--- config.mk ---
export PLATFORM = sky130hd
export DESIGN_NAME = dual_issue_hazard_scoreboard
export DESIGN_NICKNAME = d
export VERILOG_FILES = /design/src/rtl/hazard_pkg.sv /design/src/rtl/hazard_src_check.sv /design/src/rtl/dual_issue_hazard_scoreboard.sv
export SDC_FILE = /design/constraint.sdc
export NUM_CORES = 1
export LEC_CHECK = 0
export CORE_MARGIN = 3
export CORE_UTILIZATION = 45
export CTS_CLUSTER_SIZE = 16
export DETAILED_ROUTE_END_ITERATION = 12
export PLACE_DENSITY = 0.78
export SLEW_MARGIN = 5
export SYNTH_ARGS = -nofsm -noshare
export SYNTH_HDL_FRONTEND = slang
export SYNTH_SLANG_ARGS = --single-unit
--- constraint.sdc ---
create_clock -name clk -period 4.2 [get_ports clk]
set_clock_uncertainty 0.15 [all_clocks]
set_input_delay 1.26 -clock clk [delete_from_list [all_inputs] [get_ports clk]]
set_output_delay 1.26 -clock clk [all_outputs]
set_load 0.1 [all_outputs]
--- src/rtl/hazard_pkg.sv ---
// Shared definitions for the dual-issue hazard scoreboard and its partners.
// Holds the register-index and counter widths, the default producer latencies
// (also used by the forwarding unit bench), the ID-stage FSM state type and a
// helper that picks the scoreboard load value for an issuing instruction.
package hazard_pkg;

   localparam int NREG_DEF     = 8;
   localparam int REG_W        = 3;
   localparam int CNT_W        = 2;
   localparam int LOAD_LAT_DEF = 1;
   localparam int ALU_LAT_DEF  = 0;

   // PAIR: a fresh bundle sits in ID. SECOND: slot 1 of the held bundle is gone.
   typedef enum logic [0:0] {
      PAIR   = 1'b0,
      SECOND = 1'b1
   } hz_state_e;

   // Number of cycles a freshly written register stays unforwardable.
   function automatic logic [CNT_W-1:0] issue_lat(
      input logic             memread,
      input logic [CNT_W-1:0] load_lat,
      input logic [CNT_W-1:0] alu_lat
   );
      return memread ? load_lat : alu_lat;
   endfunction

endpackage

--- src/rtl/hazard_src_check.sv ---
// Source-operand hazard check for one issue slot.
// Ports:
//   rsa_i / rsb_i   : the slot's two source register indices
//   usea_i / useb_i : the matching source field is really read
//   cnt_i           : scoreboard counters, one CNT_W field per register
//   blocked_o       : some used, nonzero source still has a nonzero counter
// Register 0 never hazards regardless of its counter contents.
module hazard_src_check
   import hazard_pkg::*;
#(
   parameter int NREG = NREG_DEF
) (
   input  logic [REG_W-1:0]            rsa_i,
   input  logic [REG_W-1:0]            rsb_i,
   input  logic                        usea_i,
   input  logic                        useb_i,
   input  logic [NREG-1:0][CNT_W-1:0]  cnt_i,
   output logic                        blocked_o
);

   logic a_busy_s;
   logic b_busy_s;

   assign a_busy_s  = usea_i && (rsa_i != {REG_W{1'b0}}) && (cnt_i[rsa_i] != {CNT_W{1'b0}});
   assign b_busy_s  = useb_i && (rsb_i != {REG_W{1'b0}}) && (cnt_i[rsb_i] != {CNT_W{1'b0}});
   assign blocked_o = a_busy_s || b_busy_s;

endmodule

--- src/rtl/dual_issue_hazard_scoreboard.sv ---
// Dual-issue hazard scoreboard (producer side of forwarding).
// Tracks, per architectural register, how many more cycles its pending result
// cannot be forwarded, and decides in ID whether the bundle issues whole,
// issues split (slot 1 now, slot 2 next) or stalls.
// Ports:
//   clk, rst_n                 : clock (rising edge), async active-low reset
//   id_valid{1,2}_i            : slot holds a valid instruction
//   id_rd{1,2}_i               : destination register
//   id_regwrite{1,2}_i         : slot writes its rd
//   id_memread{1,2}_i          : slot is a load
//   id_rs{a,b}{1,2}_i          : source registers
//   id_use{a,b}{1,2}_i         : source field actually read
//   id_setflag1_i              : slot 1 writes the N flag
//   id_useflag2_i              : slot 2 reads the N flag
//   ex_flush_i                 : branch redirect, kill ID bundle
//   stall_id_o                 : hold PC, IF/ID and ID inputs
//   bubble_ex{1,2}_o           : insert NOP into EX slot register
//   pending_mask_o             : bit r set while cnt[r] != 0 (debug)
// Decisions are combinational from state, counters and ID inputs; while rst_n
// is low the outputs are forced to their idle values without a clock edge.
module dual_issue_hazard_scoreboard
   import hazard_pkg::*;
#(
   parameter int NREG     = NREG_DEF,
   parameter int LOAD_LAT = LOAD_LAT_DEF,
   parameter int ALU_LAT  = ALU_LAT_DEF
) (
   input  logic             clk,
   input  logic             rst_n,
   input  logic             id_valid1_i,
   input  logic             id_valid2_i,
   input  logic [REG_W-1:0] id_rd1_i,
   input  logic [REG_W-1:0] id_rd2_i,
   input  logic             id_regwrite1_i,
   input  logic             id_regwrite2_i,
   input  logic             id_memread1_i,
   input  logic             id_memread2_i,
   input  logic [REG_W-1:0] id_rsa1_i,
   input  logic [REG_W-1:0] id_rsb1_i,
   input  logic [REG_W-1:0] id_rsa2_i,
   input  logic [REG_W-1:0] id_rsb2_i,
   input  logic             id_usea1_i,
   input  logic             id_useb1_i,
   input  logic             id_usea2_i,
   input  logic             id_useb2_i,
   input  logic             id_setflag1_i,
   input  logic             id_useflag2_i,
   input  logic             ex_flush_i,
   output logic             stall_id_o,
   output logic             bubble_ex1_o,
   output logic             bubble_ex2_o,
   output logic [NREG-1:0]  pending_mask_o
);

   localparam logic [CNT_W-1:0] LOAD_LAT_C = CNT_W'(LOAD_LAT);
   localparam logic [CNT_W-1:0] ALU_LAT_C  = CNT_W'(ALU_LAT);

   hz_state_e                   state_q;
   hz_state_e                   state_d;
   logic [NREG-1:0][CNT_W-1:0]  cnt_q;
   logic [NREG-1:0][CNT_W-1:0]  cnt_d;

   logic src1_blk_s;
   logic src2_blk_s;
   logic blk1_s;
   logic blk2_s;
   logic dep_s;
   logic take1_s;
   logic take2_s;
   logic load1_s;
   logic load2_s;
   logic stall_s;
   logic bub1_s;
   logic bub2_s;
   logic [CNT_W-1:0] lat1_s;
   logic [CNT_W-1:0] lat2_s;

   hazard_src_check #(.NREG(NREG)) u_src_chk1 (
      .rsa_i     (id_rsa1_i),
      .rsb_i     (id_rsb1_i),
      .usea_i    (id_usea1_i),
      .useb_i    (id_useb1_i),
      .cnt_i     (cnt_q),
      .blocked_o (src1_blk_s)
   );

   hazard_src_check #(.NREG(NREG)) u_src_chk2 (
      .rsa_i     (id_rsa2_i),
      .rsb_i     (id_rsb2_i),
      .usea_i    (id_usea2_i),
      .useb_i    (id_useb2_i),
      .cnt_i     (cnt_q),
      .blocked_o (src2_blk_s)
   );

   // An invalid slot is an issued bubble, so it can never block.
   assign blk1_s = id_valid1_i && src1_blk_s;
   assign blk2_s = id_valid2_i && src2_blk_s;

   // Slot 2 consumes something slot 1 of the same bundle produces.
   assign dep_s = id_valid1_i && id_valid2_i &&
                  ((id_regwrite1_i && (id_rd1_i != {REG_W{1'b0}}) &&
                    ((id_usea2_i && (id_rsa2_i == id_rd1_i)) ||
                     (id_useb2_i && (id_rsb2_i == id_rd1_i)))) ||
                   (id_setflag1_i && id_useflag2_i));

   // Issue decision and next state; flush overrides every other outcome.
   always_comb begin
      state_d = state_q;
      stall_s = 1'b0;
      bub1_s  = 1'b0;
      bub2_s  = 1'b0;
      take1_s = 1'b0;
      take2_s = 1'b0;
      if (ex_flush_i) begin
         state_d = PAIR;
         bub1_s  = 1'b1;
         bub2_s  = 1'b1;
      end else begin
         case (state_q)
            PAIR: begin
               if (blk1_s) begin
                  stall_s = 1'b1;
                  bub1_s  = 1'b1;
                  bub2_s  = 1'b1;
               end else if (dep_s || blk2_s) begin
                  take1_s = 1'b1;
                  stall_s = 1'b1;
                  bub2_s  = 1'b1;
                  state_d = SECOND;
               end else begin
                  take1_s = 1'b1;
                  take2_s = 1'b1;
               end
            end
            SECOND: begin
               // Slot 1 of this bundle already left for EX on the previous edge.
               bub1_s = 1'b1;
               if (blk2_s) begin
                  stall_s = 1'b1;
                  bub2_s  = 1'b1;
               end else begin
                  take2_s = 1'b1;
                  state_d = PAIR;
               end
            end
            default: begin
               state_d = PAIR;
               bub1_s  = 1'b1;
               bub2_s  = 1'b1;
            end
         endcase
      end
   end

   assign load1_s = take1_s && id_valid1_i && id_regwrite1_i && (id_rd1_i != {REG_W{1'b0}});
   assign load2_s = take2_s && id_valid2_i && id_regwrite2_i && (id_rd2_i != {REG_W{1'b0}});
   assign lat1_s  = issue_lat(id_memread1_i, LOAD_LAT_C, ALU_LAT_C);
   assign lat2_s  = issue_lat(id_memread2_i, LOAD_LAT_C, ALU_LAT_C);

   // Counter next state: slot 2 beats slot 1 on WAW, otherwise saturating decrement.
   always_comb begin
      cnt_d = cnt_q;
      for (int r = 0; r < NREG; r++) begin
         if (r == 0) begin
            cnt_d[r] = {CNT_W{1'b0}};
         end else if (load2_s && (id_rd2_i == REG_W'(r))) begin
            cnt_d[r] = lat2_s;
         end else if (load1_s && (id_rd1_i == REG_W'(r))) begin
            cnt_d[r] = lat1_s;
         end else if (cnt_q[r] != {CNT_W{1'b0}}) begin
            cnt_d[r] = cnt_q[r] - CNT_W'(1);
         end else begin
            cnt_d[r] = {CNT_W{1'b0}};
         end
      end
   end

   // State and scoreboard registers.
   always_ff @(posedge clk or negedge rst_n) begin
      if (!rst_n) begin
         state_q <= PAIR;
         cnt_q   <= '0;
      end else begin
         state_q <= state_d;
         cnt_q   <= cnt_d;
      end
   end

   // Debug view of which registers are still unforwardable.
   always_comb begin
      pending_mask_o = '0;
      for (int r = 0; r < NREG; r++) begin
         pending_mask_o[r] = |cnt_q[r];
      end
   end

   // Reset forces idle outputs immediately, independent of the clock.
   assign stall_id_o   = rst_n & stall_s;
   assign bubble_ex1_o = ~rst_n | bub1_s;
   assign bubble_ex2_o = ~rst_n | bub2_s;

endmodule

==> run metrics, run 1 <==
Syn Std Cell Area=approximately 1400 sq um; post-synth top area share=26.91%; Tot GR Track Use=25.74%; Area Growth Syn to Fin=61.61%; post-synthesis mux area share=11.30%; measured slew at the worst slew-check pin=roughly 980 ps; DIE AREA=3804 sq um; Leak=1.065 nW; initial antenna violation count=0; initial DRC count=69; dpl cells=253; number of CTS-inserted buffers=3; pin count of the biggest net entering global routing=16; CTS Buffer Depth=2; maxcap violations=0; Pins Over Slew Limit=0; Clock Latency Late Sink=slightly below 300 ps; max_slew headroom=34.34%; crit path kind=in -> out; count of buffers from port buffering=42; via count=roughly 1,600; Root Driver=clkbuf_4; Peak Freq=241.1 MHz; Clk pin slew, worst setup/hold paths=80 ps; CTS tree=built; via-per-instance ratio=6.038; final antenna diode count=0; RSZ-0062 raised after global routing=false; most frequent cell after synthesis=dfrtp_1; Post-synth EDFFs=0; Final HPWL DP=3532 microns; Synth Area in Compound Gates=approximately 19%; Post-Synth XOR/XNOR Area=3.767%; FFs w/ async S/R, synth=between 90% and 100%; synthesized instance count=166; Req. time, crit path=2790 ps; final net count=266; crit path DAT=2740 ps; wire per inst=17.54 microns; Hold Buf Count CTS=0; Synth Area per Inst=about 8.4 sq um; GR Util met3=roughly 1.7%; first-pass GRT wire length=7148 microns; Final Setup Violations=0; post-synth top area cell=dfrtp_1; core area=2853 sq um; share of layout cells above drive strength 1=40.95%; maximum net fanout on the critical path=4; most used routing layer=met2; post-synthesis simple-gate area fraction=33.27%; met1 usage=between 30 and 40%; synth top area cells=dfrtp_1 (27%), mux2_2 (7.3%), and4b_1 (5.0%); Vert. Die Dim=61.68 microns; Warnings, synthesis=0; final setup TNS=0 ps; DRT Pass-1 Iters=4; WL final=around 4600 microns; Layout fillers=188; H-tree level count=1; non-filler cells, final=263; hold_ws=460.4 ps; die width=61.68 microns; Hold Path Class=reg -> reg; antenna viol nets, final=0; Synth top cells by count=dfrtp_1 (15), nor3_1 (12), nor2_1 (11), inv_1 (10), nor2b_1 (10); main combinational cell family by area after synthesis=simple AND/OR/NAND/NOR gates; Clock Sinks=15; RD Place Congestion=0.8957; number of synthesized register bits=15; post-synthesis adder-cell area fraction=0%; DRC=0; status=complete, no violations; crit start category=primary input; # IOs=44; Peak VDD IR=177.1 uV; final hold vios=0; PwrDens=about 180 nW/um^2; grt ovf=0; FP Rows=19; Post-Syn Nets=between 150 and 200; Worst setup EP type=output port; Netlist cell types=38; starting density of the core=48.90%; met2 usage in global routing=48.13%; Tcrit/Tclk final=a little over nine tenths; Top FF cell, synth=dfrtp_1; vias in the first global route=approximately 1,600; post-layout min period=4147 ps; post-synthesis sequential area ratio=26.91%
-- through the flow --
stage | util, % | setup WS [ps] | power (mW) | area [sq um]
floorplan | - | -87.45 | 0.2270 | 1493
global placement | 72.02 | -292.0 | 0.2943 | 2054
detailed placement | 72.02 | -404.6 | 0.2987 | 2054
CTS | 77.11 | 6.174 | 0.3913 | 2200
global route | 79.04 | 0.5829 | 0.4193 | 2255
finish | 79.04 | 53.03 | 0.3975 | 2255
-- cell families (layout without fill, tap and decap cells) --
| family | count (synthesis) | after routing |
|---|---|---|
| buf+inv | 16 | 82 |
| other cells | 1 | 1 |
| mux | 14 | 14 |
| xor+xnor | 6 | 6 |
| simple gates | 79 | 79 |
| compound gates | 35 | 35 |
| flops | 15 | 15 |
-- cell usage in the layout, fill, tap and decap left out, types with 3 or more instances in the layout --
cell type	instances
nor3_1	7
clkdlybuf4s50_1	17
dfrtp_1	15
a211oi_2	6
nand3b_1	3
buf_6	3
inv_1	9
nor2b_1	9
clkbuf_4	3
and4b_1	7
buf_2	3
a21oi_1	5
nor3_2	3
nand4_1	4
clkbuf_2	7
dlygate4sd2_1	3
mux2_2	9
o21ai_0	3
xnor2_1	4
nand2b_4	3
mux2_1	5
buf_4	27
nand2_1	8
o221ai_2	3
dlymetal6s2s_1	3
nand3_1	7
buf_12	3
nor2_1	11
-- sequential cells by signal (all words and copies together) (netlist names) --
register and flops:
state_q 1, cnt_q 14
-- where the power goes --
| part | internal, mW | switching (mW) | leakage [nW] |
|---|---|---|---|
| clock network | 0.0355 | 0.0479 | 0.0177 |
| logic | 0.0781 | 0.0889 | 0.838 |
| registers | 0.145 | 0.00177 | 0.209 |
-- area by class of cell --
type                            count  area [sq um]  share of cell area, %
Clock inverter                      1         5.005                 0.2220
Clock buffer                        3         22.52                 0.9989
Sequential cell                    15         375.4                  16.65
Tap cell                           31         38.79                  1.720
Timing Repair Buffer               68         601.8                  26.69
Multi-Input combinational cell    135          1174                  52.05
Inverter                           10         37.54                  1.665
-- repair_timing --
item                       in CTS  in global routing
buffers inserted                3                  3
gates resized for setup        45                 36
setup endpoints to repair       3                  3
pin swaps                      13                 14
gates cloned                    0                  0
-- per-layer routing --
layer  vias to the layer above  routed length (microns)
li1                        756                        -
met1                       754                     1822
met2                        63                     2455
met3                        15                      214
met4                         0                      120
met5                         -                        0
-- final timing paths --
kind / from / end / slack, ps / cells past startpoint
setup reg to reg: cnt_q[14] / cnt_q[4] / 1090 / 10
setup / recovery: id_rsb1_i[1] / bubble_ex1_o / 50 / 7
min in group asynchronous: rst_n / cnt_q[2] / 1160 / 2
max in group asynchronous: rst_n / cnt_q[9] / 2560 / 2
hold / removal: cnt_q[15] / cnt_q[15] / 460 / 1
hold reg to reg: cnt_q[15] / cnt_q[15] / 460 / 1
-- critical path: stages --
cell	delay, ps
dlygate4sd2_1	280
o21bai_1	180
o221ai_1	250
o22ai_2	140
buf_4	160
a211o_1	290
buf_12	180
Power figures use the tool's default switching activity.
==> run 2, diff against run 1 <==
--- a/config.mk
+++ b/config.mk
@@ -5,12 +5,15 @@
 export SDC_FILE = /design/constraint.sdc
 export NUM_CORES = 1
 export LEC_CHECK = 0
+export CELL_PAD_IN_SITES_DETAIL_PLACEMENT = 1
+export CELL_PAD_IN_SITES_GLOBAL_PLACEMENT = 1
 export CORE_MARGIN = 3
-export CORE_UTILIZATION = 45
+export CORE_UTILIZATION = 34
 export CTS_CLUSTER_SIZE = 16
 export DETAILED_ROUTE_END_ITERATION = 12
-export PLACE_DENSITY = 0.78
+export PLACE_DENSITY_LB_ADDON = 0.1
 export SLEW_MARGIN = 5
 export SYNTH_ARGS = -nofsm -noshare
 export SYNTH_HDL_FRONTEND = slang
 export SYNTH_SLANG_ARGS = --single-unit
+export TNS_END_PERCENT = 10
==> run metrics, run 2 (synthesized netlist as in run 1, its figures left out) <==
dpl cells=272 (+7.5%); final hold vios=0 (unchanged); final core occ=59.42% (-20 points); Peak VDD IR=170.1 uV (-4.0%); via-per-instance ratio=5.775 (-4.4%); max_slew headroom=35.63% (+1.3 points); FF-to-FF path depth=9 (-1); via count=1,617 (+1.8%); CTS tree=built; die width=70.06 microns (+14%); Reg with most FFs=cnt_q; PwrDens=190.6 nW/um^2 (+8.1%); Clock Sinks=15 (unchanged); Final Setup Violations=0 (unchanged); grt ovf=0 (unchanged); Tcrit/Tclk final=98.55% (-0.19 points); initial DRC count=60 (-13%); # IOs=44 (unchanged); Root Driver=clkbuf_8; FP Rows=22 (+3); Critical Path Sink=stall_id_o; Leak=1.058 nW (-0.66%); maxcap violations=0 (unchanged); H-tree level count=1 (unchanged); starting density of the core=36.73% (-12 points); wire per inst=18.54 microns (+5.7%); number of CTS-inserted buffers=3 (unchanged); Vert. Die Dim=70.06 microns (+14%); CP peak stage delay=500 ps (+210 ps); maximum net fanout on the critical path=3 (-1); Tot GR Track Use=21.80% (-3.9 points); Hold Path Class=reg -> reg; Area Growth Syn to Fin=61.79%; Peak Freq=241.6 MHz (+0.19%); r2r setup slk=1160 ps (+70 ps); Layout fillers=451 (+140%); count of buffers from port buffering=42 (unchanged); status=complete, no violations; RD Place Congestion=0.8897 (-0.67%); Hold Buf Count CTS=0 (unchanged); Clock Latency Late Sink=250 ps (-40 ps); biggest regs=cnt_q (14), state_q (1); footprint of the multi-input gates=1129 sq um (-3.8%); core area=3799 sq um (+33%); final setup TNS=0 ps (unchanged); CTS Buffer Depth=2 (unchanged); DRC=0 (unchanged); commonest non-fill, non-tap cell in the layout=buf_4; first-pass GRT wire length=8514 microns (+19%); DRT Pass-1 Iters=4 (unchanged); DIE AREA=4908 sq um (+29%); post-layout min period=4139 ps (-7.838 ps); crit path DAT=2730 ps (about the same); RSZ-0062 raised after global routing=true; critical path, cell by cell=clkdlybuf4s50_1 -> nand4_1 -> a211oi_2 -> a41o_1 -> a21oi_4 -> a21oi_4 -> buf_12; pin count of the biggest net entering global routing=16 (unchanged); vias in the first global route=1,731 (+8.8%); non-filler cells, final=280 (+6.5%); Pins Over Slew Limit=0 (unchanged); worst reg2reg startpoint=cnt_q[14]; final net count=266 (unchanged); antenna viol nets, final=0 (unchanged); initial antenna violation count=0 (unchanged); crit start category=primary input; Critical R2R Capture=cnt_q[8]; Worst setup EP type=output port; Final HPWL DP=4077 microns (+15%); CP max stage cell=clkdlybuf4s50_1; measured slew at the worst slew-check pin=962.6 ps (-19.32 ps); Sequential Area=375.4 sq um (unchanged); final antenna diode count=0 (unchanged); post-route setup slack=60.87 ps (+7.838 ps); share of layout cells above drive strength 1=37.07% (-3.9 points); crit-path most repeated cell=a21oi_4; most frequent cells in the layout=buf_4 (29), clkdlybuf4s50_1 (17), dfrtp_1 (15); Power, Total=0.4302 mW (+8.2%); crit path kind=in -> out; Clk pin slew, worst setup/hold paths=60 ps (-20 ps); Req. time, crit path=2790 ps (about the same); crit path launch=id_useb2_i; worst slack, placed=-379.3 ps (+25.31 ps); WL final=5190 microns (+13%); max reg flops=14 (unchanged)
==> run 2: power by group <==
group	switching (mW)	leakage [nW]	total [mW]	internal, mW
clock	0.0512	0.0228	0.118	0.0672
combinational	0.0885	0.826	0.164	0.0759
sequential	0.00168	0.209	0.147	0.146
==> run 2: repair_timing <==
action                                 in CTS  in global routing
buffers inserted                            3                  1
pin swaps                                  13                 18
setup endpoints to repair                   3                  3
endpoints found under the hold margin       0                  0
gates resized for setup                    30                 32
gates cloned                                0                  0
==> run 2: metal layers <==
layer  wire (microns)  part of all wire [%]  up-vias  GRT usage (%)
met3              242                   4.7       14          2.878
met5                0                     0        -              0
met1             2108                    41      796          25.18
li1                 -                     -      752              -
met2             2708                    52       55          40.82
met4              129                   2.5        0          7.234
==> run 2: area by class of cell <==
cell class	count	share of cell area (%)
Sequential cell	15	16.63
Tap cell	48	2.661
Timing Repair Buffer	68	27.05
Clock buffer	4	1.996
Inverter	10	1.663
Multi-Input combinational cell	135	50.00
==> run 2: worst min path at each step <==
| stage | cells after the start | startpoint | to |
|---|---|---|---|
| 5_1_grt | 1 | cnt_q[15] | cnt_q[15] |
| 3_3_place_gp | 1 | cnt_q[15] | cnt_q[15] |
| 2_1_floorplan | 1 | cnt_q[15] | cnt_q[15] |
| 3_5_place_dp | 1 | cnt_q[15] | cnt_q[15] |
| 6_report | 1 | cnt_q[15] | cnt_q[15] |
| 4_1_cts | 1 | cnt_q[15] | cnt_q[15] |
==> run 2: stage by stage <==
| step | hold WS, ps | area (sq um) |
|---|---|---|
| after floorplan | 380.2 | 1493 |
| after global placement | 402.2 | 2088 |
| after detailed placement | 414.2 | 2088 |
| after CTS | 436.3 | 2185 |
| final | 438.3 | 2257 |
| after global routing | 455.3 | 2257 |
==> run 2: worst max-delay path, delay by kind of cell <==
kind	cells	cell delay [ps]
compound gates	4	640
buf+inv	2	690
simple gates	1	140
==> run 3, diff against run 2 <==
==> constraint.sdc (replaced) <==
create_clock -name clk -period 4.2 [get_ports clk]
set_clock_uncertainty 0.15 [all_clocks]
set_input_delay 0.84 -clock clk [delete_from_list [all_inputs] [get_ports clk]]
set_output_delay 0.84 -clock clk [all_outputs]
set_load 0.1 [all_outputs]
==> run metrics, run 3 (synthesized netlist as in run 1, its figures left out) <==
crit path DAT=2950 ps (+220 ps); count of buffers from port buffering=42 (unchanged); share of layout cells above drive strength 1=12.44% (-25 points); Leak=0.8402 nW (-21%); antenna viol nets, final=0 (unchanged); via count=1,467 (-9.3%); FP Rows=22 (unchanged); commonest non-fill, non-tap cell in the layout=clkdlybuf4s50_1; crit start category=primary input; switching power=0.1275 mW (-9.8%); Peak Freq=254.0 MHz (+5.1%); wire per inst=17.92 microns (-3.3%); initial antenna violation count=0 (unchanged); most frequent cells in the layout=clkdlybuf4s50_1 (39), dfrtp_1 (15), nor3_1 (12); DRT Pass-1 Iters=4 (unchanged); WL final=4605 microns (-11%); Resized cells post-CTS=0 (-100%); Area Growth Syn to Fin=39.19%; CTS tree=built; # IOs=44 (unchanged); crit path kind=in -> out; max reg flops=14 (unchanged); H-tree level count=1 (unchanged); Vert. Die Dim=70.06 microns (unchanged); maximum net fanout on the critical path=8 (+5); Req. time, crit path=3210 ps (+420 ps); Hold Buf Count CTS=0 (unchanged); starting density of the core=36.73% (unchanged); final setup TNS=0 ps (unchanged); Clock Sinks=15 (unchanged); Final HPWL DP=3736 microns (-8.4%); Tot GR Track Use=18.90% (-2.9 points); RSZ-0062 raised after global routing=false; Switching Share=32.02% (-0.85 points); Root Driver=clkbuf_8; final antenna diode count=0 (unchanged); DRC=0 (unchanged); Combinational Power Share=33.1% (-5.1 points); internal power=0.2707 mW (-6.3%); final net count=243 (-8.6%); Hold Path Class=reg -> reg; Worst setup EP type=output port; Peak VDD IR=169.0 uV (-0.65%); Setup Fix Bufs, Post-CTS=0 (-3); pin count of the biggest net entering global routing=16 (unchanged); CP max stage cell=clkdlybuf4s50_1; Pins Over Slew Limit=0 (unchanged); grt ovf=0 (unchanged); CP bufs+invs=2 (unchanged); die width=70.06 microns (unchanged); max_slew headroom=35.25% (-0.38 points); clock share of power=30.0% (+2.5 points); Layout fillers=456 (+1.1%); measured slew at the worst slew-check pin=968.3 ps (+5.707 ps); final hold vios=0 (unchanged); Clk pin slew, worst setup/hold paths=60 ps (about the same); CP peak stage delay=550 ps (+50 ps); CTS Buffer Depth=2 (unchanged); number of CTS-inserted buffers=3 (unchanged); RD Place Congestion=0.8099 (-9.0%); Clock Latency Late Sink=250 ps (about the same); post-layout min period=3937 ps (-202.3 ps); PwrDens=205.1 nW/um^2 (+7.6%); biggest regs=cnt_q (14), state_q (1); status=complete, no violations; initial DRC count=77 (+28%); sequential share of power=36.9% (+2.7 points); worst slack, placed=289.9 ps (+669.1 ps); post-route setup slack=263.2 ps (+202.3 ps); Reg with most FFs=cnt_q; core area=3799 sq um (unchanged); Tcrit/Tclk final=93.73% (-4.8 points); critical path, cell by cell=clkdlybuf4s50_1 -> nand2b_1 -> o22ai_1 -> o221ai_1 -> o32ai_1 -> a21oi_1 -> a21oi_2 -> buf_12; DIE AREA=4908 sq um (unchanged); via-per-instance ratio=5.708 (-1.2%); vias in the first global route=1,468 (-15%); maxcap violations=0 (unchanged); Final Setup Violations=0 (unchanged); Top delay family on crit path=compound AO/OA/AOI/OAI gates; first-pass GRT wire length=7472 microns (-12%)
[run 3: cell count changes in the layout (fill, tap and decap cells not counted), sizes merged]
cell	change
dlymetal6s2s	-3
clkdlybuf4s15	-3
clkdlybuf4s50	+22
buf	-30
clkbuf	-5
dlygate4sd2	-4
[run 3: path summary, 6_finish.rpt]
check | from | to | slack (ps) | cells past startpoint
hold / removal | cnt_q[15] | cnt_q[15] | 430 | 1
max in group asynchronous | rst_n | state_q | 2860 | 2
setup reg to reg | cnt_q[14] | cnt_q[8] | 1100 | 8
hold reg to reg | cnt_q[15] | cnt_q[15] | 430 | 1
setup / recovery | id_rsb2_i[0] | stall_id_o | 260 | 8
min in group asynchronous | rst_n | cnt_q[6] | 870 | 2
[run 3: layer usage]
layer  vias to the layer above  wire, microns  part of all wire [%]  global-route usage [%]
li1                        709              -                     -                       -
met1                       717           2090                    45                   24.26
met2                        34           2255                    49                   32.53
met3                         7            174                   3.8                   2.302
met4                         0             85                   1.8                   6.383
met5                         -              0                     0                       0
[run 3: layout make-up]
cell class                 count  area (sq um)  area share [%]
clock buffer                   4         45.04           2.320
inverter                      10         37.54           1.933
multi-input combinational    135         950.9           48.97
sequential                    15         375.4           19.33
tap                           48         60.06           3.093
timing repair buffer          45         473.0           24.36
[run 3: worst register-to-register path, delay by kind of cell (launching register included)]
family	cells	cell delay [ps]
and+or+nand+nor	2	1000
muxes	2	680
AOI/OAI and AO/OA	3	560
DFF	1	390
buffers and inverters	1	200
[run 3: power by group through the flow]
stage	sequential [mW]	clock, mW	combinational [mW]
after floorplan	0.149	0	0.0689
after global placement	0.149	0	0.128
after detailed placement	0.149	0	0.132
after CTS	0.147	0.124	0.132
after global routing	0.147	0.129	0.141
final	0.147	0.119	0.132
[run 3: stage by stage]
stage | instance area (sq um) | hold slack (ps) | utilization, % | power [mW] | cells
2_1_floorplan | 1399 | 380.2 | - | 0.2180 | 166
3_3_place_gp | 1897 | 401.3 | 49.93 | 0.2770 | 253
3_5_place_dp | 1897 | 417.6 | 49.93 | 0.2811 | 253
4_1_cts | 1942 | 437.5 | 51.12 | 0.4030 | 257
5_1_grt | 1942 | 466.7 | 51.12 | 0.4170 | 257
6_report | 1942 | 429.8 | 51.12 | 0.3982 | 257
